`config.mk`:
```
export PLATFORM = sky130hd
export DESIGN_NAME = xor_parity_engine_flat
export DESIGN_NICKNAME = d
export VERILOG_FILES = /design/src/rtl/xor_parity_engine_pkg.sv /design/src/rtl/xor_parity_engine_if.sv /design/src/rtl/xor_parity_engine_xor_reduce.sv /design/src/rtl/xor_parity_engine.sv /design/src/flat_wrapper.sv
export SDC_FILE = /design/constraint.sdc
export NUM_CORES = 1
export LEC_CHECK = 0
export ABC_AREA = 1
export ABC_CLOCK_PERIOD_IN_PS = 3800
export BUFFER_PORTS_ARGS = -buffer_cell sky130_fd_sc_hd__buf_2
export CAP_MARGIN = 20
export CORE_MARGIN = 2
export CORE_UTILIZATION = 45
export CTS_BUF_LIST = sky130_fd_sc_hd__clkbuf_16
export CTS_CLUSTER_DIAMETER = 30
export DETAILED_ROUTE_END_ITERATION = 10
export HOLD_SLACK_MARGIN = 0.05
export PLACE_DENSITY = 0.64
export SLEW_MARGIN = 10
export SYNTH_ARGS = -nofsm -noshare
export SYNTH_HDL_FRONTEND = slang
export SYNTH_SLANG_ARGS = --single-unit
```
`constraint.sdc`:
```
create_clock -name clk -period 3.8 [get_ports clk]
set_clock_uncertainty 0.05 [all_clocks]
set_input_delay 0.38 -clock clk [delete_from_list [all_inputs] [get_ports clk]]
set_output_delay 0.38 -clock clk [all_outputs]
set_load 0.01 [all_outputs]
```
`src/rtl/xor_parity_engine_pkg.sv`:
```
// Shared encodings for the XOR parity engine: mode values and accumulator state.
package xor_parity_pkg;

    localparam logic MODE_WORD  = 1'b0;
    localparam logic MODE_FRAME = 1'b1;

    typedef enum logic {
        IDLE  = 1'b0,
        FRAME = 1'b1
    } state_t;

endpackage

```
`src/rtl/xor_parity_engine_if.sv`:
```
// Word-in / result-out bundle of the XOR parity engine, plus accumulator state for observation.
interface xor_parity_engine_if #(
    parameter int WIDTH = 8,
    parameter int CNT_W = 8
);
    import xor_parity_pkg::*;

    logic             mode;
    logic             in_valid;
    logic             in_ready;
    logic [WIDTH-1:0] in_data;
    logic             in_first;
    logic             in_last;
    logic             out_valid;
    logic             out_ready;
    logic [WIDTH-1:0] out_data;
    logic             out_parity;
    logic [CNT_W-1:0] out_count;
    logic             frame_err;
    state_t           dbg_state;

    // Both sides transfer on a cycle where valid && ready; valid never waits on ready,
    // and the payload must stay stable while valid is high and ready is low.
    modport master (
        output mode, in_valid, in_data, in_first, in_last, out_ready,
        input  in_ready, out_valid, out_data, out_parity, out_count, frame_err, dbg_state
    );

    modport slave (
        input  mode, in_valid, in_data, in_first, in_last, out_ready,
        output in_ready, out_valid, out_data, out_parity, out_count, frame_err, dbg_state
    );

endinterface

```
`src/rtl/xor_parity_engine_xor_reduce.sv`:
```
// Combinational WIDTH-to-1 XOR reduction; synthesis balances it into a tree.
module xor_reduce #(
    parameter int WIDTH = 8
) (
    input  logic [WIDTH-1:0] data,
    output logic             parity
);

    assign parity = ^data;

endmodule

```
`src/rtl/xor_parity_engine.sv`:
```
// Pipelined XOR engine: per-word parity (mode 0) or framed XOR checksum with beat count (mode 1).
module xor_parity_engine
    import xor_parity_pkg::*;
#(
    parameter int WIDTH      = 8,
    parameter int CNT_W      = 8,
    parameter bit ODD_PARITY = 1'b0
) (
    input logic                clk,
    input logic                rst_n,
    xor_parity_engine_if.slave bus
);

    state_t           state;
    logic [WIDTH-1:0] acc;
    logic [CNT_W-1:0] cnt;

    logic             accept;
    logic             restart;
    logic [WIDTH-1:0] nxt;
    logic [CNT_W-1:0] cnt_n;
    logic [WIDTH-1:0] res_data;
    logic             res_par;

    // Single output register, no skid: a new word is taken only if the slot is free or draining.
    assign bus.in_ready  = !bus.out_valid || bus.out_ready;
    assign accept        = bus.in_valid && bus.in_ready;
    assign bus.dbg_state = state;

    // A beat arriving with no frame open is an implicit first beat.
    assign restart  = bus.in_first || (state == IDLE);
    assign nxt      = restart ? bus.in_data : (acc ^ bus.in_data);
    assign cnt_n    = restart ? CNT_W'(1) : ((&cnt) ? cnt : cnt + CNT_W'(1));
    assign res_data = (bus.mode == MODE_WORD) ? bus.in_data : nxt;

    xor_reduce #(.WIDTH(WIDTH)) u_parity (
        .data   (res_data),
        .parity (res_par)
    );

    always_ff @(posedge clk or negedge rst_n) begin
        if (!rst_n) begin
            state          <= IDLE;
            acc            <= '0;
            cnt            <= '0;
            bus.out_valid  <= 1'b0;
            bus.out_data   <= '0;
            bus.out_parity <= 1'b0;
            bus.out_count  <= '0;
            bus.frame_err  <= 1'b0;
        end else begin
            bus.frame_err <= 1'b0;
            if (bus.out_valid && bus.out_ready) begin
                bus.out_valid <= 1'b0;
            end
            if (accept) begin
                if (bus.mode == MODE_WORD) begin
                    // Word mode leaves any open frame untouched.
                    bus.out_valid  <= 1'b1;
                    bus.out_data   <= res_data;
                    bus.out_parity <= res_par ^ ODD_PARITY;
                    bus.out_count  <= CNT_W'(1);
                end else begin
                    bus.frame_err <= bus.in_first && (state == FRAME);
                    if (bus.in_last) begin
                        bus.out_valid  <= 1'b1;
                        bus.out_data   <= res_data;
                        bus.out_parity <= res_par ^ ODD_PARITY;
                        bus.out_count  <= cnt_n;
                        acc            <= '0;
                        cnt            <= '0;
                        state          <= IDLE;
                    end else begin
                        acc   <= nxt;
                        cnt   <= cnt_n;
                        state <= FRAME;
                    end
                end
            end
        end
    end

endmodule

```
`src/flat_wrapper.sv`:
```
// flat-port wrapper written by rule: the top's interface ports become plain ports
module xor_parity_engine_flat import xor_parity_pkg::*;
#(
    parameter int WIDTH      = 8,
    parameter int CNT_W      = 8,
    parameter bit ODD_PARITY = 1'b0
)
  (clk, rst_n, bus_mode, bus_in_valid, bus_in_data, bus_in_first, bus_in_last, bus_out_ready, bus_in_ready, bus_out_valid, bus_out_data, bus_out_parity, bus_out_count, bus_frame_err, bus_dbg_state);
  xor_parity_engine_if #(.WIDTH(WIDTH), .CNT_W(CNT_W)) bus_i ();
  input logic clk;
  input logic rst_n;
  input wire logic [$bits(bus_i.mode)-1:0] bus_mode;
  input wire logic [$bits(bus_i.in_valid)-1:0] bus_in_valid;
  input wire logic [$bits(bus_i.in_data)-1:0] bus_in_data;
  input wire logic [$bits(bus_i.in_first)-1:0] bus_in_first;
  input wire logic [$bits(bus_i.in_last)-1:0] bus_in_last;
  input wire logic [$bits(bus_i.out_ready)-1:0] bus_out_ready;
  output wire logic [$bits(bus_i.in_ready)-1:0] bus_in_ready;
  output wire logic [$bits(bus_i.out_valid)-1:0] bus_out_valid;
  output wire logic [$bits(bus_i.out_data)-1:0] bus_out_data;
  output wire logic [$bits(bus_i.out_parity)-1:0] bus_out_parity;
  output wire logic [$bits(bus_i.out_count)-1:0] bus_out_count;
  output wire logic [$bits(bus_i.frame_err)-1:0] bus_frame_err;
  output wire logic [$bits(bus_i.dbg_state)-1:0] bus_dbg_state;
  assign bus_i.mode = bus_mode;
  assign bus_i.in_valid = bus_in_valid;
  assign bus_i.in_data = bus_in_data;
  assign bus_i.in_first = bus_in_first;
  assign bus_i.in_last = bus_in_last;
  assign bus_i.out_ready = bus_out_ready;
  assign bus_in_ready = bus_i.in_ready;
  assign bus_out_valid = bus_i.out_valid;
  assign bus_out_data = bus_i.out_data;
  assign bus_out_parity = bus_i.out_parity;
  assign bus_out_count = bus_i.out_count;
  assign bus_frame_err = bus_i.frame_err;
  assign bus_dbg_state = bus_i.dbg_state;
  xor_parity_engine #(.WIDTH(WIDTH), .CNT_W(CNT_W), .ODD_PARITY(ODD_PARITY)) u_core (.clk(clk), .rst_n(rst_n), .bus(bus_i));
endmodule
```
# == Word level (Yosys, flattened, before mapping) ==
# Index checks and enable logic that the tools add are counted.
# op_classes
mux,19
n_reduce_logical,10
n_bitwise,2
n_addsub,1
n_eq_ne,1
# ops
operator,count
two-way mux 8 bit,10
two-way mux 1 bit,9
adder 8 x 1 -> 8 bit (second input constant),1
AND reduction 8 bit,1
XOR reduction 8 bit,1
XOR 8 bit,1
AND reduction 2 bit,2
logical AND 1 bit,3
logical OR 1 bit,2
inequality test 2 x 1 -> 1 bit (second input constant),1
logical NOT 1 bit,1
inverter 1 bit,1
# totals
elab_cells,41
in_bits,15
reg_bits,36

# == Logic depth before layout (Yosys ltp) ==
# depth
word_depth,7
ltp_mapped,15

# == Cells and area by module ==
# From an unflattened synthesis, not the netlist that was laid out.
# hier_totals
hier_cells,316
hier_area_um2,2159.6
# by_module_without_submodules
mod,cells_each,area_each_um2,instances
xor_parity_engine,269,1983.2,1
xor_reduce,47,176.4,1

# == Worst setup path before layout ==
# OpenSTA, ideal clock, no wires.
# synth_timing
path_type,register to register
from,reg u_core.state (netlist: u_core.bus.dbg_state)
to,reg u_core.bus.out_parity
stages_incl_launch_ff,16
path_slack_ns,2.250
required_ns,3.632
t_arrival_ns,1.382
path_buffers,2
path_cell_list,dfrtp_1 -> buf_6 -> inv_4 -> nor2_8 -> buf_8 -> nand2_2 -> nand3_1 -> nand2_1 -> nand2_1 -> nand2_2 -> clkinv_1 -> nand2_1 -> nand2_1 -> nand2_1 -> nand3_1 -> nand2_1
# synth_between
elab_chain_len,7
# synth_rtl
item,line_no,rtl
start: declaration,xor_parity_engine.sv:14,state_t state;
start signal: assignment,xor_parity_engine.sv:43,state <= IDLE;
start signal: assignment,xor_parity_engine.sv:72,state <= IDLE;
start signal: assignment,xor_parity_engine.sv:76,state <= FRAME;
inverter 1 bit (*),xor_parity_engine.sv:31,assign restart = bus.in_first || (state == IDLE);
logical OR 1 bit (*),xor_parity_engine.sv:31,
two-way mux 8 bit (*),xor_parity_engine.sv:32,assign nxt = restart ? bus.in_data : (acc ^ bus.in_data);
two-way mux 8 bit (*),xor_parity_engine.sv:34,assign res_data = (bus.mode == MODE_WORD) ? bus.in_data : nxt;
XOR reduction 8 bit (*),xor_parity_engine_xor_reduce.sv:9,assign parity = ^data;
two-way mux 1 bit,xor_parity_engine.sv:65,if (bus.in_last) begin
two-way mux 1 bit (*),xor_parity_engine.sv:57,if (bus.mode == MODE_WORD) begin
end signal: assignment,xor_parity_engine.sv:61,bus.out_parity <= res_par ^ ODD_PARITY;
end signal: assignment,xor_parity_engine.sv:68,bus.out_parity <= res_par ^ ODD_PARITY;
end: declaration,xor_parity_engine_if.sv:31,"output in_ready, out_valid, out_data, out_parity, out_count, frame_err, dbg_state"
# Every way passes the cells marked *; elsewhere a longest branch is shown, timed or not. The select of a mux whose other input is x is not followed.
# A chain may end at the register's enable or synchronous reset.

# == Worst setup path after layout ==
# layout_timing
from,reg u_core.bus.out_valid
to,reg u_core.acc[4]
# layout_between
elab_chain_len,4
# layout_rtl
item,line_no,rtl
start: declaration,xor_parity_engine_if.sv:31,
start signal: assignment,xor_parity_engine.sv:46,bus.out_valid <= 1'b0;
start signal: assignment,xor_parity_engine.sv:54,bus.out_valid <= 1'b0;
start signal: assignment,xor_parity_engine.sv:59,bus.out_valid <= 1'b1;
logical NOT 1 bit,xor_parity_engine.sv:26,assign bus.in_ready = !bus.out_valid || bus.out_ready;
logical OR 1 bit,xor_parity_engine.sv:26,
logical AND 1 bit,xor_parity_engine.sv:27,assign accept = bus.in_valid && bus.in_ready;
AND reduction 2 bit (no source line),n/a,
end signal: assignment,xor_parity_engine.sv:74,acc <= nxt;
end: declaration,xor_parity_engine.sv:15,logic [WIDTH-1:0] acc;
# No other way between the ends.

==> results by group <==
Status
  • Status: finished, final reports clean

Power
  • Peak supply drop: 0.273 mV
  • P_leak: 1.35 nW
  • PD cells: 461 nW/um2

Critical path
  • CP required: 3.92 ns
  • RR Endpoint: u_core.acc[4]
  • Crit-path max cell delay: 0.79 ns
  • CP Data Arrival Time: 2.21 ns
  • Crit-path max FO: 14
  • Crit path kind: reg -> reg
  • Most frequent CP cell: nand2_1
  • R2R depth: 5
  • Startpoint types: flip-flop
  • Crit. End Element: flip-flop
  • FF-to-FF Start: u_core.bus.out_valid
  • Worst reg-to-reg setup slack: 1.71 ns
  • Crit path cell chain: nand2_1, nand2_1, nor2_1, inv_1, a32o_1
  • Critical path's slowest cell: nor2_1

Clocking
  • CTS tree: built
  • Postcts setup bufs: 0
  • Cts hold-fix bufs: 0
  • H-tree depth: 2
  • Bufs on Longest Clock Path: 2
  • PostCTS Resize Cnt: 0
  • Clock sink count: 36
  • Reg clk slew, reported paths: 0.05 ns
  • Clk Latency, worst-skew pair: 0.28 ns
  • Total CTS buffers: 5
  • Clock root buffer: clkbuf_16

Finish
  • Final instance area: 2490 um2
  • Commonest non-fill, non-tap cell in the layout: nand2_1
  • Share of layout cells above drive strength 1: 18.3%
  • Commonest non-fill, non-tap cells in the layout: nand2_1, dfrtp_1, buf_2, inv_1, nand3_1
  • Final nets: 348
  • Ant. Diodes: 0
  • Area Overhead vs Synth: 16.5%

Global routing
  • First-pass GRT wire length: 8470 um
  • Grt ovf: 0
  • Total global-route track usage: 21.2%
  • Initial antenna violation count: 0
  • Largest net degree at the start of global routing: 37
  • Vias in the first global route: 1,775

Timing
  • Unrepaired setup endpoints after global routing: no
  • Final setup TNS: 0 ns
  • Final setup fails: 0
  • Final worst setup slack: 1.71 ns
  • Tmin final: 2.09 ns
  • Worst-margin pin slew: 1.01 ns
  • Max Slew Vio Count: 0
  • Final Hold Fails: 0
  • Worst rel slew slack: 32.5%
  • Fin crit share: 55.0%
  • Top achievable clock speed: 0.479 GHz

Hold path
  • Worst min-delay path category: in -> async

Floorplan
  • Die area: 5310 um2
  • Die Wd: 72.9 um
  • Core box area: 4660 um2
  • I/O Pins: 36
  • Initial Util: 45.8%
  • Std-Cell Rows: 25
  • Height of the die: 72.9 um

Yosys
  • Yosys Warn Count: 0
  • Seq/Total Area, Yosys: 42.2%
  • Cell taking the most area after synthesis: dfrtp_1
  • Area share of the largest cell type after synthesis: 42.2%
  • Post-synthesis instance total: 298
  • Syn avg cell area: 7.16 um2
  • Post-Syn Area: 2130 um2
  • Synth Net Count: 314
  • Synth top area cells: dfrtp_1, nand2_1, nand3_1
  • #FFs+latches synth: 36
  • Unique masters post-synth: 27

Detailed routing
  • DR pass1 iterations: 4
  • Via count: 1,989
  • Antenna-violating nets left: 0
  • Final wirelength: 5090 um
  • Via-to-Cell Ratio: 5.14
  • DRC: 0
  • DR WL/cell: 13.1 um
  • Drt initial violations: 122

Job
  • Max-cap violations: 0

Placement
  • Pre-CTS WS: 1.53 ns
  • Port Buffers: 35
  • DP Area: 2320 um2
  • GP Congestion: 0.861
  • Hpwl dp: 3610 um
## worst max-delay path: cells and delay by family, from the launching register on
family                 cells  cell delay [ns]
AO/OA/AOI/OAI              1             0.27
buffers and inverters      1             0.19
flip-flops                 1             0.37
AND/OR/NAND/NOR            3             1.10
## state kept, by name, indices dropped and copies added, names as in the netlist
name	flops
u_core.acc	8
u_core.bus.dbg_state	1
u_core.bus.frame_err	1
u_core.bus.out_count	8
u_core.bus.out_data	8
u_core.bus.out_parity	1
u_core.bus.out_valid	1
u_core.cnt	8
## power by group
part / switching [W] / internal (W) / leakage (nW)
clock: 0.000155 / 0.000306 / 0.0850
sequential: 0.0000341 / 0.000424 / 0.468
combinational: 0.000146 / 0.0000810 / 0.793
## worst max path at each step
stage                            endpoint  depth (start not counted)  slack (ns)                 start
floorplan           u_core.bus.out_parity                         15        2.25  u_core.bus.dbg_state
global placement            u_core.acc[4]                          5        1.55              bus_mode
detailed placement          u_core.acc[5]                          5        1.53              bus_mode
CTS                         u_core.acc[4]                          5        1.73  u_core.bus.out_valid
global route        u_core.bus.out_parity                         13        1.54  u_core.bus.dbg_state
finish                      u_core.acc[4]                          5        1.71  u_core.bus.out_valid
## metal layers
layer	part of all wire [%]	up-vias	track usage, %
li1	-	1029	-
met1	50	900	31.2
met2	43	53	30.4
met3	4.7	7	4.97
met4	1.6	0	7.82
met5	0	-	0
## synth_stat cells
cell type and instances:
nor2_1 7, nor4_1 1, buf_8 1, nand2_1 121, a32o_1 3, a21oi_1 4
clkbuf_1 1, o22ai_1 12, o21ai_0 22, inv_1 29, o211ai_1 2, inv_4 1
nand3_2 4, nor2_8 1, buf_2 5, o21ai_1 1, inv_2 4, xor2_1 2
dfrtp_1 36, buf_6 1, nand2_4 1, a2bb2oi_1 1, ha_1 1, nand3_1 27
nand2_2 8, o31ai_1 1, clkinv_1 1
## kinds of logic (layout without fill, tap and decap cells)
| group | Yosys count | in the layout | synth area share (%) |
|---|---|---|---|
| buffers and inverters | 43 | 78 | 8.85 |
| adder cells (fa/ha/maj) | 1 | 1 | 0.586 |
| AND/OR/NAND/NOR | 170 | 170 | 34.8 |
| AO/OA/AOI/OAI | 46 | 46 | 12.7 |
| flip-flops | 36 | 36 | 42.2 |
| XOR/XNOR | 2 | 2 | 0.821 |
## area by class of cell
class	count	area [um2]
Clock buffer	5	125
Clock inverter	3	38.8
Timing Repair Buffer	35	175
Multi-Input combinational cell	219	1040
Tap cell	54	67.6
Fill cell	466	2170
Inverter	35	134
Sequential cell	36	901
## stage by stage
stage	instances	power (W)	utilization, %	hold slack, ns
2_1_floorplan	298	0.000622	-	0.0344
3_3_place_gp	379	0.000689	49.8	0.412
3_5_place_dp	379	0.000693	49.8	0.419
4_1_cts	387	0.00116	53.3	0.185
5_1_grt	387	0.00122	53.3	0.216
6_report	387	0.00115	53.3	0.142
Note: power is estimated with default switching activity, not from simulation.
